File: src/rtl/ysyx_23060124_mdu.sv
// Iterative RV-M multiply/divide unit.
// Uses radix-2 shift-add multiplication and restoring division on operand magnitudes.
// Signs are fixed up when the last iteration completes.
// Divide-by-zero and signed overflow skip the iteration entirely.
module ysyx_23060124_mdu #(
    parameter int WIDTH = 32,
    parameter int CNT_W = 6
) (
    input  logic             clock,
    input  logic             reset,
    input  logic             in_valid,
    output logic             in_ready,
    input  logic [2:0]       op,
    input  logic [WIDTH-1:0] src1,
    input  logic [WIDTH-1:0] src2,
    input  logic             flush,
    output logic             out_valid,
    input  logic             out_ready,
    output logic [WIDTH-1:0] res,
    output logic             busy
);

    typedef enum logic [1:0] {IDLE, CALC, DONE} state_t;

    localparam logic [CNT_W-1:0] LAST     = CNT_W'(WIDTH - 1);
    localparam logic [WIDTH-1:0] MOST_NEG = {1'b1, {(WIDTH-1){1'b0}}};

    state_t               state;
    state_t               state_next;
    logic [CNT_W-1:0]     cnt;
    logic [2:0]           op_q;
    logic [WIDTH-1:0]     opnd_b;
    logic [2*WIDTH-1:0]   acc;
    logic [2*WIDTH-1:0]   acc_next;
    logic                 neg_main;
    logic                 neg_rem;
    logic [WIDTH-1:0]     res_q;
    logic [WIDTH-1:0]     calc_res;

    logic                 accept;
    logic                 src1_signed;
    logic                 src2_signed;
    logic                 a_neg;
    logic                 b_neg;
    logic [WIDTH-1:0]     a_mag;
    logic [WIDTH-1:0]     b_mag;
    logic                 div_zero;
    logic                 div_ovf;
    logic                 special;
    logic [WIDTH-1:0]     special_res;

    logic [WIDTH:0]       mul_sum;
    logic [WIDTH:0]       trial;
    logic [2*WIDTH-1:0]   prod_fin;
    logic [WIDTH-1:0]     quo_fin;
    logic [WIDTH-1:0]     rem_fin;

    assign in_ready  = (state == IDLE);
    assign busy      = (state != IDLE);
    assign out_valid = (state == DONE);
    assign res       = out_valid ? res_q : '0;

    // A flush in the same cycle drops the incoming request.
    assign accept = in_valid && in_ready && !flush;

    // Decode the operand signedness for the request and detect the early-out cases.
    always_comb begin
        src1_signed = (op == 3'b001) || (op == 3'b010) || (op == 3'b100) || (op == 3'b110);
        src2_signed = (op == 3'b001) || (op == 3'b100) || (op == 3'b110);
        a_neg       = src1_signed && src1[WIDTH-1];
        b_neg       = src2_signed && src2[WIDTH-1];
        a_mag       = a_neg ? -src1 : src1;
        b_mag       = b_neg ? -src2 : src2;
        div_zero    = op[2] && (src2 == '0);
        div_ovf     = ((op == 3'b100) || (op == 3'b110)) && (src1 == MOST_NEG) && (src2 == '1);
        special     = div_zero || div_ovf;
        special_res = '0;
        if (div_zero) begin
            special_res = op[1] ? src1 : '1;
        end else if (div_ovf) begin
            special_res = op[1] ? '0 : src1;
        end
    end

    // Compute one shift-add or restoring-subtract step and the sign-corrected result of that step.
    always_comb begin
        mul_sum = {1'b0, acc[2*WIDTH-1:WIDTH]} + {1'b0, (acc[0] ? opnd_b : '0)};
        trial   = acc[2*WIDTH-1:WIDTH-1] - {1'b0, opnd_b};
        if (op_q[2]) begin
            acc_next = trial[WIDTH] ? {acc[2*WIDTH-2:0], 1'b0}
                                    : {trial[WIDTH-1:0], acc[WIDTH-2:0], 1'b1};
        end else begin
            acc_next = {mul_sum, acc[WIDTH-1:1]};
        end
        prod_fin = neg_main ? -acc_next : acc_next;
        quo_fin  = neg_main ? -acc_next[WIDTH-1:0] : acc_next[WIDTH-1:0];
        rem_fin  = neg_rem ? -acc_next[2*WIDTH-1:WIDTH] : acc_next[2*WIDTH-1:WIDTH];
        if (op_q[2]) begin
            calc_res = op_q[1] ? rem_fin : quo_fin;
        end else begin
            calc_res = (op_q[1:0] == 2'b00) ? prod_fin[WIDTH-1:0] : prod_fin[2*WIDTH-1:WIDTH];
        end
    end

    // Register the state; reset overrides everything.
    always_ff @(posedge clock) begin
        if (reset) begin
            state <= IDLE;
        end else begin
            state <= state_next;
        end
    end

    // Compute the next state; flush wins over out_ready.
    always_comb begin
        state_next = state;
        case (state)
            IDLE: if (accept) state_next = special ? DONE : CALC;
            CALC: begin
                if (flush) begin
                    state_next = IDLE;
                end else if (cnt == LAST) begin
                    state_next = DONE;
                end
            end
            DONE: if (flush || out_ready) state_next = IDLE;
            default: state_next = IDLE;
        endcase
    end

    // Latch the request on accept, step the datapath in CALC, and capture the final result.
    always_ff @(posedge clock) begin
        if (reset) begin
            cnt      <= '0;
            op_q     <= '0;
            opnd_b   <= '0;
            acc      <= '0;
            neg_main <= 1'b0;
            neg_rem  <= 1'b0;
            res_q    <= '0;
        end else if (accept) begin
            cnt      <= '0;
            op_q     <= op;
            opnd_b   <= b_mag;
            acc      <= {{WIDTH{1'b0}}, a_mag};
            neg_main <= a_neg ^ b_neg;
            neg_rem  <= a_neg;
            res_q    <= special ? special_res : '0;
        end else if ((state == CALC) && !flush) begin
            acc <= acc_next;
            cnt <= cnt + {{(CNT_W-1){1'b0}}, 1'b1};
            if (cnt == LAST) begin
                res_q <= calc_res;
            end
        end
    end

endmodule

File: config.mk
export PLATFORM = sky130hd
export DESIGN_NAME = ysyx_23060124_mdu
export DESIGN_NICKNAME = d
export VERILOG_FILES = /design/src/rtl/ysyx_23060124_mdu.sv
export SDC_FILE = /design/constraint.sdc
export NUM_CORES = 1
export LEC_CHECK = 0
export BUFFER_PORTS_ARGS = -buffer_cell sky130_fd_sc_hd__buf_2
export CAP_MARGIN = 10
export CORE_MARGIN = 10
export CORE_UTILIZATION = 60
export CTS_CLUSTER_SIZE = 40
export DETAILED_ROUTE_END_ITERATION = 10
export PLACE_DENSITY = 0.89
export SLEW_MARGIN = 0
export SYNTH_ARGS = -nofsm -noshare
export SYNTH_HDL_FRONTEND = slang
export SYNTH_SLANG_ARGS = --single-unit
File: constraint.sdc
create_clock -name clock -period 9.8 [get_ports clock]
set_input_delay 0.98 -clock clock [delete_from_list [all_inputs] [get_ports clock]]
set_output_delay 0.98 -clock clock [all_outputs]
set_load 0.05 [all_outputs]
-- Yosys cells after proc, flatten, opt, wreduce, memory -nomap -nowiden
Index checks and enable logic that the tools add are counted.
W data, S select, Z words.
- flip-flop bits (word level): 141
- word-level logic and storage cells: 84
- add/sub/neg operators: 8
- eq/ne operators: 12
- muxes and demuxes: 28
- bitwise operators: 1
- reductions and logical operators: 26
- operators with widths (kind ; number):
    $mux W32 ; 19
    $mux W64 ; 3
    $neg A32 Y32 ; 4
    $eq A32 B32 Y1 const B ; 2
    $neg A64 Y64 ; 1
    $add A32 B32 Y33 ; 1
    $sub A33 B32 Y33 ; 1
    $logic_not A32 Y1 ; 1
    $mux W2 ; 5
    $logic_and A1 B1 Y1 ; 8
    $logic_or A1 B1 Y1 ; 8
    $add A6 B1 Y6 const B ; 1
    $eq A3 B3 Y1 const B ; 2
    $eq A6 B5 Y1 const B ; 1
    $pmux W2 S3 ; 1
    $reduce_bool A2 Y1 ; 3
    $logic_not A2 Y1 ; 2
    $ne A2 B1 Y1 const B ; 2
    $eq A3 B1 Y1 const B ; 1
    $eq A3 B2 Y1 const B ; 1
    $ne A3 B3 Y1 const B ; 1
    $reduce_and A3 Y1 ; 1
    $eq A2 B1 Y1 const B ; 1
    $eq A2 B2 Y1 const B ; 1
    4 further kinds ; 4

-- Longest topological paths before layout
- depth after elaboration: 10
- depth in mapped cells: 23
- mapped depth without buffers: 21

-- Worst setup path before layout
No wires, ideal clock.
- path kind: register to register
- from: register acc[31]
- to: register res_q[28]
- setup time: 132 ps
- arrival: 4626 ps
- data required time: 9668 ps
- setup slack: 5042 ps
- cell stages (with the launch flop): 23
- buffers on the path: 3
- clock period less this slack: 4758 ps
- path through: dfxtp_1 inv_1 ha_1 fa_1 nand2b_1 a21oi_1 o31ai_1 a21oi_2 a211o_1 buf_2 buf_2 clkbuf_1 o21ai_0 mux2i_1 ha_1 inv_1 a211oi_1 nand4_2 nand3b_1 o41ai_1 xor2_1 a221oi_1 nor3_1
- longest elaborated chain between the ends: 10
- elaborated cells between the ends (all ways): 15
- those cells by class: add/sub: 4; mux: 11
- ends and longest elaborated chain (element ; RTL line ; source):
    start, declared ; 33 ; logic [2*WIDTH-1:0] acc;
    start signal, assigned ; 145 ; acc <= {{WIDTH{1'b0}}, a_mag};
    start signal, assigned ; 150 ; acc <= acc_next;
    $sub A33 B32 Y33 ; 88 ; trial = acc[2*WIDTH-1:WIDTH-1] - {1'b0, opnd_b};
    $mux W64 ; 90 ; acc_next = trial[WIDTH] ? {acc[2*WIDTH-2:0], 1'b0}
    $mux W64 * ; 89 ; if (op_q[2]) begin
    $neg A64 Y64 (tied with other cells) ; 95 ; prod_fin = neg_main ? -acc_next : acc_next;
    $mux W64 (tied with other cells) ; 95 ;
    $mux W32 (on tied branches) ; 101, 99 ;
    $mux W32 * ; 98 ; if (op_q[2]) begin
    $mux W32 * ; 152 ; if (cnt == LAST) begin
    $mux W32 * ; 149 ; end else if ((state == CALC) && !flush) begin
    $mux W32 * ; 141 ; end else if (accept) begin
    end signal, assigned ; 148 ; res_q <= special ? special_res : '0;
    end signal, assigned ; 153 ; res_q <= calc_res;
    end, declared ; 37 ; logic [WIDTH-1:0] res_q;
Mark *: on every way between the ends. The rest lies on a longest branch, timed or not. The select of a mux whose other input is x is not followed.
A chain may end at the register's enable or synchronous reset.

-- Final worst setup path
- from: register acc[31]
- to: register res_q[14]
Same word-level chain as after synthesis.

==> impl_results.md <==
- Cts hold-fix bufs: 0
- Fin. max-slew vios: 0
- Die Wd: between 150 and 200 um
- CTS H-Tree Depth: 4
- Setup Fix Bufs, Post-CTS: 0
- PostCTS Resize Cnt: 0
- Setup Crit Path Kind: flop to flop
- Clk buf depth: 2
- Worst Tran Pin Value: roughly 1200 ps
- Hold path start: res_q[15]$_SDFFE_PP0P_
- Prevailing post-synth register cell: dfxtp_1
- Most frequent cell after synthesis: nor2_1
- Placement row count: 59
- Clock Latency Late Sink: around 450 ps
- Yosys warnings: 0
- #FFs+latches synth: between 100 and 150
- Power per cell area: 125.4 mW/mm2
- Failing checks: design-rule violations
- Sw Ratio: 39.33%
- VDD IR max: 0.1563 mV
- CP Capture Type: flop
- Clock Skews: 16.87 ps
- Critical path fanouts, max: 6
- Ports: roughly 110
- Critical path cell sequence: inv_1, ha_1, fa_1, nand2b_1, a21oi_1, o31ai_1, a21oi_2, a2111oi_0, nor2_1, ha_1, nand2_1, or2_2, or3_1, nor2_1, nand3_1, o21a_1, xor2_1, o311ai_1, a21oi_1
- Cell Area, Synth: approximately 0.016 mm2
- Net Switching: 841.0 uW
- Logic pwr share: between 30% and 40%
- Avg Synthesized Cell Area: 7.076 um2
- Hpwl dp: approximately 43000 um
- Routed length per instance: between 20 and 25 um
- Critical path's slowest cell: o311ai_1
- NumNets Final: roughly 2400
- Post-route DRC: 2
- RePlAce Congestion: 1.056
- First-pass GRT wire length: roughly 90000 um
- GRT overflow: 0
- Startpoint type of the worst setup path: flop
- Cell count after synthesis: between 2000 and 2500
- Core ar.: 0.02613 mm2
- Initial core utilization: approximately three fifths
- RSZ-0062 raised after global routing: no
- Cell taking the most area after synthesis: dfxtp_1
- CP peak stage delay: 590 ps
- Setup_tns: 0 ps
- PortBufs: ~110
- Number of global-route vias before repair: approximately 17000
- Share of cells above drive strength 1: approximately a tenth
- Initial antenna violation count: 2
- CTS buffer count: 17
- Post-synth EDFFs: 0
- Synth top cells by count: nor2_1, a21oi_1, nand2_1
- Sequential area share after synthesis: between 10% and 20%
- Final Hold Fails: 0
- Slew headroom: 19.38%
- R2R Path Start: acc[31]$_SDFFE_PP0P_
- 1st-pass router iterations: 11
- Clock-pin slew on the worst setup and hold paths: 70 ps
- CTS root buf: clkbuf_16
- Hold/Removal Path Class: flop to flop
- Status: finished, violations left
- All-layer global routing usage: between 30% and 40%
- Design Power: about 2100 uW
- Fin crit period: between 5000 and 6000 ps
- Post-route ant nets: 0
- Vias: 18150
- Crit path required time: 10090 ps
- Final setup violation count: 0
- DRT Wirelength: 58400 um
- Distinct cells, synth: 112
- Arr. time, crit path: 6100 ps
- Synth area leaders: dfxtp_1, nor2_1, a21oi_1, ha_1, xnor2_1
- Final period util: 59.28%
- # clock sinks: about 140
- Sequential fraction of design power: 29.8%
- Max cap viols: 0
- TritonCTS clock tree: built
- Ys async rst share: 0%
- Initial DRC Count: 2677
- Die Y: 183.1 um
- P_int: 1297 uW
- Largest net degree at the start of global routing: between 80 and 90
- Via density: ~7
- Syn-to-layout area delta: 6.850%
- Yosys top cell area share: about 18%
- Ant. Diodes: 0
- LEAKAGE: around 0.0067 uW
- Fmax: 172.1 MHz
- Worst Setup SP: acc[31]$_SDFFE_PP0P_
- Syn_nets: 2400
- Clk pwr share: about 34%
- Die area: ~0.034 mm2
[layout make-up]
class | count | area (um2)
multi-input cells | 1902 | 12240
fillers | 2306 | 9075
flip-flops and latches | 141 | 2828
repair buffers | 126 | 683.2
clock buffers | 19 | 442.9
well taps | 335 | 419.2
inverters | 69 | 259.0
clock inverters | 13 | 190.2
[critical path: cells and delay by family, from the launching register on]
family,cells,cell delay [ps]
adders and majority gates,3,850
xor gates and xnor gates,1,140
buffers and inverters,1,70
DFF,1,430
and+or+nand+nor,7,2150
AOI/OAI and AO/OA,7,2020
[logic make-up after synthesis]
| logic type | count (synthesis) | share of synthesized area [%] |
|---|---|---|
| simple gates | 890 | 27.34 |
| compound gates | 702 | 29.48 |
| buf+inv | 213 | 5.878 |
| xor+xnor | 177 | 9.711 |
| flops | 141 | 17.68 |
| fa+ha+maj | 72 | 5.737 |
| mux | 61 | 4.177 |
[power groups by stage]
stage               Sequential (uW)  Clock (uW)  Combinational [uW]
finish                          637         730                 771
CTS                             635         722                 740
floorplan                       633           0                 561
detailed placement              647           0                 732
global placement                645           0                 719
global route                    640         744                 822
[sequential cells by signal, indices dropped and copies added (netlist names)]
| register | flops |
|---|---|
| res_q | 32 |
| acc | 64 |
| state | 2 |
| neg_main | 1 |
| neg_rem | 1 |
| opnd_b | 32 |
| op_q | 3 |
| cnt | 6 |
[routing by layer]
layer	global-route usage [%]	share of wire (%)	up-vias
met5	0	0.046	-
met4	15.25	4.9	4
met3	8.636	14	261
met2	51.24	42	1356
met1	43.56	39	8318
li1	-	-	8209
[per-stage QoR]
stage	worst slack, ps	hold WS [ps]	std cells	utilization [%]	instance area [um2]
6_report	3990	454.5	2605	65.27	17060
4_1_cts	4138	458.4	2605	65.27	17060
3_5_place_dp	4157	449.4	2573	62.85	16420
2_1_floorplan	5042	427.3	2256	-	15960
3_3_place_gp	4276	437.7	2573	62.85	16420
5_1_grt	3765	487.9	2605	65.27	17060
[worst paths after layout]
check	slack, ps	endpoint	cells after the start
worst min-delay path	450	res_q[15]$_SDFFE_PP0P_	2
worst max-delay path	3990	res_q[14]$_SDFFE_PP0P_	19
worst min register to register	450	res_q[15]$_SDFFE_PP0P_	2
worst max register to register	3990	res_q[14]$_SDFFE_PP0P_	19
[cells in the final DEF (no fill, tap or decap), types with 27 or more instances in the layout]
master    synthesis  layout
nor2_1          302     301
a21oi_1         221     221
nand2_1         217     217
dfxtp_1         141     139
o21ai_0         119     118
buf_2            18     105
xnor2_1          98      98
a211oi_1         91      91
xor2_1           79      79
and2_1           74      73
ha_1             70      70
inv_1            68      68
nor3_1           57      57
mux2i_1          49      49
nand3_1          41      41
nand4_1          36      36
or3_1            35      35
a21o_1           29      29
o31ai_1          27      27
Note: power is estimated with default switching activity, not from simulation.
